**config.mk**
```make
export PLATFORM = sky130hd
export DESIGN_NAME = perips_icb_bridge_flat
export DESIGN_NICKNAME = d
export VERILOG_FILES = /design/src/rtl/perips_icb_bridge_if.sv /design/src/rtl/perips_icb_bridge.sv /design/src/flat_wrapper.sv
export SDC_FILE = /design/constraint.sdc
export NUM_CORES = 1
export LEC_CHECK = 0
export CAP_MARGIN = 20
export CORE_ASPECT_RATIO = 0.75
export CORE_MARGIN = 3
export CORE_UTILIZATION = 37
export CTS_CLUSTER_DIAMETER = 100
export DETAILED_ROUTE_END_ITERATION = 8
export PLACE_DENSITY_LB_ADDON = 0.3
export SETUP_SLACK_MARGIN = 0.15
export SYNTH_ARGS = -nofsm -noshare
export SYNTH_HDL_FRONTEND = slang
export SYNTH_SLANG_ARGS = --single-unit
```
**constraint.sdc**
```tcl
create_clock -name clk -period 2.05 [get_ports clk]
set_input_delay 0.41 -clock clk [delete_from_list [all_inputs] [get_ports clk]]
set_output_delay 0.41 -clock clk [all_outputs]
set_load 0.01 [all_outputs]
```
**src/rtl/perips_icb_bridge_if.sv**
```systemverilog
// Core data-side request/response port plus the peripheral ICB strobe bus,
// bundled so the bridge and its environment share one connection.
// master: core + peripheral side (drives requests and acks).
// slave : the bridge (drives ready, responses and strobes).
interface perips_icb_bridge_if;
    logic        cpu_req_valid;
    logic        cpu_req_ready;
    logic        cpu_req_we;
    logic [31:0] cpu_req_addr;
    logic [31:0] cpu_req_wdat;
    logic        cpu_rsp_valid;
    logic        cpu_rsp_ready;
    logic [31:0] cpu_rsp_rdat;
    logic        cpu_rsp_err;
    logic        icb_wr;
    logic [19:0] icb_wadr;
    logic [31:0] icb_wdat;
    logic        icb_wack;
    logic        icb_rd;
    logic [19:0] icb_radr;
    logic [31:0] icb_rdat;
    logic        icb_rack;

    modport master (
        output cpu_req_valid, cpu_req_we, cpu_req_addr, cpu_req_wdat,
        output cpu_rsp_ready, icb_wack, icb_rdat, icb_rack,
        input  cpu_req_ready, cpu_rsp_valid, cpu_rsp_rdat, cpu_rsp_err,
        input  icb_wr, icb_wadr, icb_wdat, icb_rd, icb_radr
    );

    modport slave (
        input  cpu_req_valid, cpu_req_we, cpu_req_addr, cpu_req_wdat,
        input  cpu_rsp_ready, icb_wack, icb_rdat, icb_rack,
        output cpu_req_ready, cpu_rsp_valid, cpu_rsp_rdat, cpu_rsp_err,
        output icb_wr, icb_wadr, icb_wdat, icb_rd, icb_radr
    );
endinterface

```
**src/rtl/perips_icb_bridge.sv**
```systemverilog
// Single-outstanding bridge from the core data port to the peripheral ICB
// strobe bus. Decodes the peripheral window, holds the strobe until the
// matching ack or a timeout, and returns a response with an error flag.
module perips_icb_bridge #(
    parameter logic [11:0] BASE_HI = 12'h100,
    parameter int          TIMEOUT = 16
) (
    input  logic                clk,
    input  logic                rst,
    perips_icb_bridge_if.slave  bus,
    output logic [7:0]          err_cnt
);

    localparam logic [1:0] IDLE   = 2'd0;
    localparam logic [1:0] WR_REQ = 2'd1;
    localparam logic [1:0] RD_REQ = 2'd2;
    localparam logic [1:0] RSP    = 2'd3;

    // Strobe-cycle counter is at least 5 bits wide, wider for big TIMEOUT.
    localparam int CNT_W = ($clog2(TIMEOUT) > 5) ? $clog2(TIMEOUT) : 5;
    localparam logic [CNT_W-1:0] CNT_LAST = CNT_W'(TIMEOUT - 1);

    logic [1:0]       state;
    logic [CNT_W-1:0] cnt;
    logic             req_ready;
    logic             rsp_valid;
    logic [31:0]      rsp_rdat;
    logic             rsp_err;
    logic             wr;
    logic [19:0]      wadr;
    logic [31:0]      wdat;
    logic             rd;
    logic [19:0]      radr;

    // Address lies in the peripheral window and is word aligned.
    function automatic logic addr_ok(input logic [31:0] addr);
        return (addr[31:20] == BASE_HI) && (addr[1:0] == 2'b00);
    endfunction

    // Error counter sticks at 255 instead of wrapping.
    function automatic logic [7:0] sat_inc(input logic [7:0] val);
        return (val == 8'hFF) ? val : val + 8'd1;
    endfunction

    assign bus.cpu_req_ready = req_ready;
    assign bus.cpu_rsp_valid = rsp_valid;
    assign bus.cpu_rsp_rdat  = rsp_rdat;
    assign bus.cpu_rsp_err   = rsp_err;
    assign bus.icb_wr        = wr;
    assign bus.icb_wadr      = wadr;
    assign bus.icb_wdat      = wdat;
    assign bus.icb_rd        = rd;
    assign bus.icb_radr      = radr;

    // Request/strobe/response sequencing; every output is a register here.
    always_ff @(posedge clk) begin
        if (!rst) begin
            state     <= IDLE;
            cnt       <= '0;
            req_ready <= 1'b1;
            rsp_valid <= 1'b0;
            rsp_rdat  <= '0;
            rsp_err   <= 1'b0;
            wr        <= 1'b0;
            wadr      <= '0;
            wdat      <= '0;
            rd        <= 1'b0;
            radr      <= '0;
            err_cnt   <= '0;
        end else begin
            case (state)
                IDLE: begin
                    if (bus.cpu_req_valid && req_ready) begin
                        req_ready <= 1'b0;
                        cnt       <= '0;
                        if (!addr_ok(bus.cpu_req_addr)) begin
                            // Decode/alignment error: answer directly, no ICB cycle.
                            state     <= RSP;
                            rsp_valid <= 1'b1;
                            rsp_err   <= 1'b1;
                            rsp_rdat  <= '0;
                            err_cnt   <= sat_inc(err_cnt);
                        end else if (bus.cpu_req_we) begin
                            state <= WR_REQ;
                            wr    <= 1'b1;
                            wadr  <= bus.cpu_req_addr[19:0];
                            wdat  <= bus.cpu_req_wdat;
                        end else begin
                            state <= RD_REQ;
                            rd    <= 1'b1;
                            radr  <= bus.cpu_req_addr[19:0];
                        end
                    end
                end
                WR_REQ: begin
                    if (bus.icb_wack) begin
                        state     <= RSP;
                        wr        <= 1'b0;
                        rsp_valid <= 1'b1;
                        rsp_err   <= 1'b0;
                        rsp_rdat  <= '0;
                    end else if (cnt == CNT_LAST) begin
                        state     <= RSP;
                        wr        <= 1'b0;
                        rsp_valid <= 1'b1;
                        rsp_err   <= 1'b1;
                        rsp_rdat  <= '0;
                        err_cnt   <= sat_inc(err_cnt);
                    end else begin
                        cnt <= cnt + CNT_W'(1);
                    end
                end
                RD_REQ: begin
                    if (bus.icb_rack) begin
                        state     <= RSP;
                        rd        <= 1'b0;
                        rsp_valid <= 1'b1;
                        rsp_err   <= 1'b0;
                        rsp_rdat  <= bus.icb_rdat;
                    end else if (cnt == CNT_LAST) begin
                        state     <= RSP;
                        rd        <= 1'b0;
                        rsp_valid <= 1'b1;
                        rsp_err   <= 1'b1;
                        rsp_rdat  <= '0;
                        err_cnt   <= sat_inc(err_cnt);
                    end else begin
                        cnt <= cnt + CNT_W'(1);
                    end
                end
                default: begin
                    // RSP: hold the response until the core takes it.
                    if (bus.cpu_rsp_ready) begin
                        state     <= IDLE;
                        rsp_valid <= 1'b0;
                        rsp_err   <= 1'b0;
                        rsp_rdat  <= '0;
                        req_ready <= 1'b1;
                    end
                end
            endcase
        end
    end

endmodule

```
**src/flat_wrapper.sv**
```systemverilog
// flat-port wrapper written by rule: the top's interface ports become plain ports
module perips_icb_bridge_flat 
#(
    parameter logic [11:0] BASE_HI = 12'h100,
    parameter int          TIMEOUT = 16
)
  (clk, rst, err_cnt, bus_cpu_req_valid, bus_cpu_req_we, bus_cpu_req_addr, bus_cpu_req_wdat, bus_cpu_rsp_ready, bus_icb_wack, bus_icb_rdat, bus_icb_rack, bus_cpu_req_ready, bus_cpu_rsp_valid, bus_cpu_rsp_rdat, bus_cpu_rsp_err, bus_icb_wr, bus_icb_wadr, bus_icb_wdat, bus_icb_rd, bus_icb_radr);
  perips_icb_bridge_if bus_i ();
  input  logic clk;
  input  logic rst;
  output logic [7:0] err_cnt;
  input wire logic [$bits(bus_i.cpu_req_valid)-1:0] bus_cpu_req_valid;
  input wire logic [$bits(bus_i.cpu_req_we)-1:0] bus_cpu_req_we;
  input wire logic [$bits(bus_i.cpu_req_addr)-1:0] bus_cpu_req_addr;
  input wire logic [$bits(bus_i.cpu_req_wdat)-1:0] bus_cpu_req_wdat;
  input wire logic [$bits(bus_i.cpu_rsp_ready)-1:0] bus_cpu_rsp_ready;
  input wire logic [$bits(bus_i.icb_wack)-1:0] bus_icb_wack;
  input wire logic [$bits(bus_i.icb_rdat)-1:0] bus_icb_rdat;
  input wire logic [$bits(bus_i.icb_rack)-1:0] bus_icb_rack;
  output wire logic [$bits(bus_i.cpu_req_ready)-1:0] bus_cpu_req_ready;
  output wire logic [$bits(bus_i.cpu_rsp_valid)-1:0] bus_cpu_rsp_valid;
  output wire logic [$bits(bus_i.cpu_rsp_rdat)-1:0] bus_cpu_rsp_rdat;
  output wire logic [$bits(bus_i.cpu_rsp_err)-1:0] bus_cpu_rsp_err;
  output wire logic [$bits(bus_i.icb_wr)-1:0] bus_icb_wr;
  output wire logic [$bits(bus_i.icb_wadr)-1:0] bus_icb_wadr;
  output wire logic [$bits(bus_i.icb_wdat)-1:0] bus_icb_wdat;
  output wire logic [$bits(bus_i.icb_rd)-1:0] bus_icb_rd;
  output wire logic [$bits(bus_i.icb_radr)-1:0] bus_icb_radr;
  assign bus_i.cpu_req_valid = bus_cpu_req_valid;
  assign bus_i.cpu_req_we = bus_cpu_req_we;
  assign bus_i.cpu_req_addr = bus_cpu_req_addr;
  assign bus_i.cpu_req_wdat = bus_cpu_req_wdat;
  assign bus_i.cpu_rsp_ready = bus_cpu_rsp_ready;
  assign bus_i.icb_wack = bus_icb_wack;
  assign bus_i.icb_rdat = bus_icb_rdat;
  assign bus_i.icb_rack = bus_icb_rack;
  assign bus_cpu_req_ready = bus_i.cpu_req_ready;
  assign bus_cpu_rsp_valid = bus_i.cpu_rsp_valid;
  assign bus_cpu_rsp_rdat = bus_i.cpu_rsp_rdat;
  assign bus_cpu_rsp_err = bus_i.cpu_rsp_err;
  assign bus_icb_wr = bus_i.icb_wr;
  assign bus_icb_wadr = bus_i.icb_wadr;
  assign bus_icb_wdat = bus_i.icb_wdat;
  assign bus_icb_rd = bus_i.icb_rd;
  assign bus_icb_radr = bus_i.icb_radr;
  perips_icb_bridge #(.BASE_HI(BASE_HI), .TIMEOUT(TIMEOUT)) u_core (.clk(clk), .rst(rst), .bus(bus_i), .err_cnt(err_cnt));
endmodule
```
==> out/qor.txt, run 1 <==
===============================================================================
RePlAce Congestion                                                        0.879
Post-detailed-placement half-perimeter wirelength                      10600 um
Number of remaining DRC errors                                                0
Via count of the first global-routing pass                                 4916
Netlist area before placement                                          4840 um2
Max-slew violations                                                           0
Avg WL per Cell                                                         16.8 um
Layout net count                                                            929
Number of buffers created by CTS                                             17
Final setup violation count                                                   0
Slowest cell on crit path                                          sky130_fd_sc_hd__dfxtp_4
H-tree depth                                                                  4
Leakage component of the power                                          3.09 nW
Cell type with the highest occurrence count on the critical path   sky130_fd_sc_hd__ha_4
Transition time at the pin with the least slew margin                    420 ps
Classification of the worst-slack hold path                        flop to flop
Crit-path leading delay family                                     buffers and inverters
Flip-flop cell with the highest count after synthesis              sky130_fd_sc_hd__dfxtp_1
Ports placed on the boundary                                                220
Hold depth                                                                    2
Unrepaired setup endpoints after global routing                            true
Synthesized-area fraction occupied by adder cells                        0.0207
Headroom to the max-slew limit                                            0.720
Cells along the critical path                                      ha_4 -> and3_4 -> ha_4 -> nand2b_4 -> buf_6 -> o211ai_1 -> buf_4 -> buf_12 -> clkbuf_16 -> a22oi_1 -> nor2_1
Effective utilization at floorplan                                        0.386
Simple-gate share of the synthesized area                                 0.235
Vertical die dimension                                                   105 um
Clock sink total                                                            124
Delay of the slowest cell on the worst path                              350 ps
Fraction of layout instances using a drive strength above 1               0.160
Largest family of logic cells by synthesized area                  simple AND/OR/NAND/NOR gates
Multi-input gate area                                                  2390 um2
DRT antenna net count                                                         0
Initial antenna violation count                                               0
Number of iterations in the first detailed-routing pass                       5
Data required time at the worst endpoint                                2390 ps
Post-synthesis async set-or-reset flop share                                  0
Number of rows in the core area                                              35
Synth Net Count                                                             676
Total grt overflow                                                            0
Maximum root-to-sink buffer count                                             2
Mux cell area share after synthesis                                     0.00414
Gate count after technology mapping                                         565
Number of warnings issued by yosys                                            0
N_diodes                                                                      0
Total of hold buffers inserted after clock tree synthesis                     0
Util after Layout                                                         0.684
Final critical path time including I/O delays and setup                 1920 ps
Critical path arrival                                                   2260 ps
Area of the core                                                      12500 um2
Clock-pin transition on the worst setup and hold timing paths             50 ps
Global-route usage over all layers                                        0.204
Vias per Instance                                                          5.08
Critical path fanouts, max                                                    8
CTS tree                                                                   done
Tcrit/Tclk final                                                          0.938
Pwr per Cell Area                                                    942 nW/um2
Count of flip-flops with a built-in enable after synthesis                    0
Kind of launch point of the worst setup path                               flop
Count of fill cells added during filler insertion                           918
Post-synthesis share of cell area spent on xor and xnor gates           0.00905
Total number of cells along the worst setup path                             11
Count of different cell masters after synthesis                              49
Drt total wl                                                           16700 um
Number of cells on the worst reg-to-reg path                                 11
Maximum operating frequency                                             520 MHz
Pin count of the biggest net entering global routing                         68
Area fraction in compound gates after synthesis                           0.170
Avg Cell Area, Syn                                                     8.56 um2
Flip-flop and latch count after synthesis                                   124
Type of destination of the critical path                                   flop
Final non-filler cell area                                             8560 um2
Critical path buffer and inverter count                                       4
Total number of vias                                                       5064
Seq. cell area                                                         2490 um2
Cell at the root of the clock tree                                 sky130_fd_sc_hd__clkbuf_16
Setup Crit Path Kind                                               flop to flop
DRT iter0 DRCs                                                              240
Die Area                                                              14500 um2
Count of maximum capacitance violations                                       0
Proportion of synthesized chip area in sequential cells                   0.513
Status                                                             complete, no violations
Total placed instance area                                             7360 um2
Clk_lat worst skew                                                       400 ps
Final number of hold-violating endpoints                                      0
Number of buffers added on ports                                            219
Final setup skew                                                        7.76 ps
Width of the chip                                                        138 um
First-pass GRT wire length                                             24600 um
Syn-to-layout area delta                                                  77.0%
Worst vdd ir                                                           0.740 mV
===============================================================================
[routing by layer]
metal  part of all wire  global-route usage  up-vias  routed length, um
met4             0.0065              0.0564        0                108
met3              0.070              0.0631       10               1170
met2               0.48               0.336      192               7960
met1               0.45               0.260     2411               7490
li1                   -                   -     2451                  -
met5                  0                   0        -                  0
[report_power, final]
group          switching [W]  internal, W
sequential         0.0000830      0.00252
clock                0.00105      0.00181
combinational        0.00124      0.00137
[worst paths after layout]
path / start / to / slack, ps
max: u_core.cnt[0] / u_core.bus.cpu_rsp_rdat[27] / 130
max reg2reg: u_core.cnt[0] / u_core.bus.cpu_rsp_rdat[27] / 130
min: u_core.bus.icb_wadr[10] / u_core.bus.icb_wadr[10] / 450
min reg2reg: u_core.bus.icb_wadr[10] / u_core.bus.icb_wadr[10] / 450
[sequential cells by signal, summed over array words and instances (netlist names), 2 cells and up]
| signal | count |
|---|---|
| u_core.bus.icb_wdat | 32 |
| u_core.bus.icb_wadr | 20 |
| u_core.bus.cpu_rsp_rdat | 32 |
| u_core.err_cnt | 8 |
| u_core.state | 2 |
| u_core.bus.icb_radr | 20 |
| u_core.cnt | 5 |
[cell usage in the layout (no fill, tap or decap), drive strengths merged, types with 3 or more instances in the layout]
cell type,synthesis,routed
dfxtp,124,124
clkdlybuf4s50,0,207
nor4b,3,3
clkinvlp,0,5
buf,20,47
nor2,48,48
or3,3,3
a21o,3,3
and3,6,6
nand2,145,145
dlymetal6s2s,0,11
nand2b,4,4
xnor2,5,5
ha,8,8
o21ai,5,5
nor3,6,6
a22oi,33,33
inv,9,8
o31ai,3,3
nand4,6,6
a21oi,79,79
clkbuf,17,25
nand3,8,8
nor4,6,6
clkinv,0,5
[synth_stat cells, drive strengths merged (4+ instances only)]
cell	count	area share
ha	8	0.021
nand2	145	0.11
dfxtp	124	0.51
nor3	6	0.0096
xnor2	5	0.0091
buf	20	0.027
nand2b	4	0.0052
clkbuf	17	0.013
nand3	8	0.0083
nor4	6	0.015
a21oi	79	0.082
nor2	48	0.037
o21ai	5	0.0052
and3	6	0.0078
inv	9	0.0070
a22oi	33	0.051
nand4	6	0.011
[cell families after synthesis]
family          Yosys count
simple gates            244
compound gates          136
flops                   124
buf+inv                  46
fa+ha+maj                 8
xor+xnor                  5
mux                       2
[per-stage QoR]
step                      setup WS, ps  power, W  instances  hold slack [ps]  setup TNS, ps
after detailed placement          -338   0.00432        942              443         -32400
after global placement            -281   0.00427        942              436         -27820
after global routing              25.8   0.00840        996              466              0
after floorplan                    134   0.00354        565              457              0
final                              127   0.00807        996              449              0
after CTS                         78.4   0.00763        980              450              0
[area by class of cell]
| class | count | share of cell area |
|---|---|---|
| timing repair buffer | 271 | 0.336 |
| tap | 166 | 0.0243 |
| sequential | 124 | 0.291 |
| clock inverter | 11 | 0.0142 |
| multi-input combinational | 395 | 0.279 |
| inverter | 9 | 0.00409 |
| clock buffer | 20 | 0.0522 |
[worst register-to-register path: stages, from the launching register on]
cell and delay [ps]:
sky130_fd_sc_hd__dfxtp_4 350, sky130_fd_sc_hd__ha_4 160, sky130_fd_sc_hd__and3_4 180, sky130_fd_sc_hd__ha_4 160, sky130_fd_sc_hd__nand2b_4 140, sky130_fd_sc_hd__buf_6 110, sky130_fd_sc_hd__o211ai_1 160, sky130_fd_sc_hd__buf_4 190
sky130_fd_sc_hd__buf_12 120, sky130_fd_sc_hd__clkbuf_16 150, sky130_fd_sc_hd__a22oi_1 70, sky130_fd_sc_hd__nor2_1 80
[what timing repair did]
item	CTS	global route
pin swaps	4	16
setup buffers	5	8
setup endpoints to repair	102	114
resized for setup	23	51
endpoints found under the hold margin	0	0
cloned	2	8
(Power assumes the default switching activity.)
==> run 2: changes to the inputs <==
Settings changed: MAX_ROUTING_LAYER set to met4.
==> out/qor.txt, run 2 (synthesis gave the netlist of run 1 again) <==
===============================================================================
Status                                                             complete, no violations
Total placed instance area                                             7360 um2
Hold path start                                                    u_core.bus.icb_wdat[19]
Clock sink total                                                            124
Initial antenna violation count                                               0
RePlAce Congestion                                                        0.894
Sequential fraction of design power                                       0.323
Headroom to the max-slew limit                                            0.719
Most frequent cells in the layout                                  sky130_fd_sc_hd__clkdlybuf4s50_1 (207), sky130_fd_sc_hd__nand2_1 (143), sky130_fd_sc_hd__dfxtp_1 (121)
H-tree depth                                                                  4
Total of hold buffers inserted after clock tree synthesis                     0
Pin count of the biggest net entering global routing                         68
Cells along the critical path                                      ha_4 -> and3_4 -> ha_4 -> nand2b_4 -> buf_6 -> o211ai_1 -> buf_4 -> buf_12 -> clkbuf_16 -> a22oi_2 -> nor2_1
Critical path fanouts, max                                                    8
Number of rows in the core area                                              35
Type of destination of the critical path                                   flop
Switching component of the power                                      0.00237 W
Final non-filler cell area                                             8560 um2
Maximum root-to-sink buffer count                                             2
Pwr Total                                                             0.00807 W
Tcrit/Tclk final                                                          0.945
Clock share of power                                                      0.354
Final setup violation count                                                   0
Final setup skew                                                        7.64 ps
Delay of the slowest cell on the worst path                              350 ps
Vias per Instance                                                          5.09
CTS tree                                                                   done
Fraction of layout instances using a drive strength above 1               0.160
Drt total wl                                                           16700 um
Ports placed on the boundary                                                220
Critical path arrival                                                   2270 ps
Global-route usage over all layers                                        0.210
Classification of the worst-slack hold path                        flop to flop
First-pass GRT wire length                                             24600 um
Critical path startpoint                                           u_core.cnt[0]
Vertical die dimension                                                   105 um
Count of maximum capacitance violations                                       0
Count of fill cells added during filler insertion                           918
Leakage component of the power                                          3.09 nW
Avg WL per Cell                                                         16.8 um
Crit-path leading delay family                                     buffers and inverters
Area of the core                                                      12500 um2
Post-detailed-placement half-perimeter wirelength                      10600 um
Transition time at the pin with the least slew margin                    421 ps
Part of the total power dissipated in combinational logic                 0.324
Slowest cell on crit path                                          sky130_fd_sc_hd__dfxtp_4
N_diodes                                                                      0
DRT iter0 DRCs                                                              291
Setup Crit Path Kind                                               flop to flop
Kind of launch point of the worst setup path                               flop
Reg-to-Reg Start                                                   u_core.cnt[0]
Final Worst Setup Slack                                                  114 ps
Data required time at the worst endpoint                                2380 ps
Clock-pin transition on the worst setup and hold timing paths             60 ps
Max-slew violations                                                           0
Maximum operating frequency                                             516 MHz
Number of buffers created by CTS                                             17
Total number of vias                                                       5074
Hold Slack                                                               449 ps
Unrepaired setup endpoints after global routing                            true
Syn-to-layout area delta                                                  77.0%
Switching part of the total                                               0.294
Via count of the first global-routing pass                                 4930
Number of remaining DRC errors                                                0
Clk_lat worst skew                                                       400 ps
Number of iterations in the first detailed-routing pass                       6
Width of the chip                                                        138 um
Critical path buffer and inverter count                                       4
Cell type with the highest occurrence count on the critical path   sky130_fd_sc_hd__ha_4
Final number of hold-violating endpoints                                      0
Cell at the root of the clock tree                                 sky130_fd_sc_hd__clkbuf_16
Die Area                                                              14500 um2
DRT antenna net count                                                         0
Effective utilization at floorplan                                        0.386
Commonest non-fill, non-tap cell in the layout                     sky130_fd_sc_hd__clkdlybuf4s50_1
Number of buffers added on ports                                            219
Total grt overflow                                                            0
Internal Dissipation                                                  0.00569 W
Worst slack after detailed placement                                    -338 ps
Layout net count                                                            929
Worst vdd ir                                                           0.741 mV
Pwr per Cell Area                                                    942 nW/um2
Util after Layout                                                         0.684
Final critical path time including I/O delays and setup                 1940 ps
===============================================================================
run 2: worst register-to-register path, stage by stage, from the launching register on:
cell	delay, ps
sky130_fd_sc_hd__dfxtp_4	350
sky130_fd_sc_hd__ha_4	160
sky130_fd_sc_hd__and3_4	180
sky130_fd_sc_hd__ha_4	160
sky130_fd_sc_hd__nand2b_4	140
sky130_fd_sc_hd__buf_6	110
sky130_fd_sc_hd__o211ai_1	160
sky130_fd_sc_hd__buf_4	190
sky130_fd_sc_hd__buf_12	120
sky130_fd_sc_hd__clkbuf_16	150
sky130_fd_sc_hd__a22oi_2	50
sky130_fd_sc_hd__nor2_1	100
run 2: power groups by stage:
stage	combinational (W)	sequential, W	clock [W]
finish	0.00261	0.00260	0.00285
global route	0.00277	0.00261	0.00303
CTS	0.00214	0.00259	0.00290
detailed placement	0.00169	0.00263	0
global placement	0.00165	0.00263	0
floorplan	0.000878	0.00266	0
run 2: path summary, 6_finish.rpt:
check	to	slack [ps]	cells after the start
min reg2reg	u_core.bus.icb_wdat[19]	450	2
min	u_core.bus.icb_wdat[19]	450	2
max	u_core.bus.cpu_rsp_rdat[28]	110	11
max reg2reg	u_core.bus.cpu_rsp_rdat[28]	110	11
run 2: metrics by stage:
step | TNS [ps] | cells
2_1_floorplan | 0 | 565
3_3_place_gp | -27820 | 942
3_5_place_dp | -32400 | 942
4_1_cts | 0 | 980
5_1_grt | 0 | 996
6_report | 0 | 996
run 2: area by class of cell:
class / count / area (um2) / area share
repair buffers: 271 / 2870 / 0.336
well taps: 166 / 208 / 0.0243
inverters: 9 / 35.0 / 0.00409
clock inverters: 11 / 121 / 0.0142
clock buffers: 20 / 447 / 0.0522
flip-flops and latches: 124 / 2490 / 0.291
multi-input cells: 395 / 2390 / 0.279
run 2: per-layer routing:
metal	part of all wire	vias to the layer above	wire, um	track usage
met5	0	-	0	-
met1	0.46	2426	7620	0.265
li1	-	2448	-	-
met3	0.057	10	958	0.0567
met2	0.48	190	7970	0.336
met4	0.0080	0	134	0.0564
run 2: what timing repair did:
item,CTS,global route
resized for setup,23,51
cloned,2,8
setup buffers,5,8
setup endpoints to repair,102,114
pin swaps,4,16
==> run 3: changes to the inputs <==
Settings changed: SLEW_MARGIN set to 40.
==> results of run 3 <==
The final DEF is identical to that of run 2; final timing and power are the same.
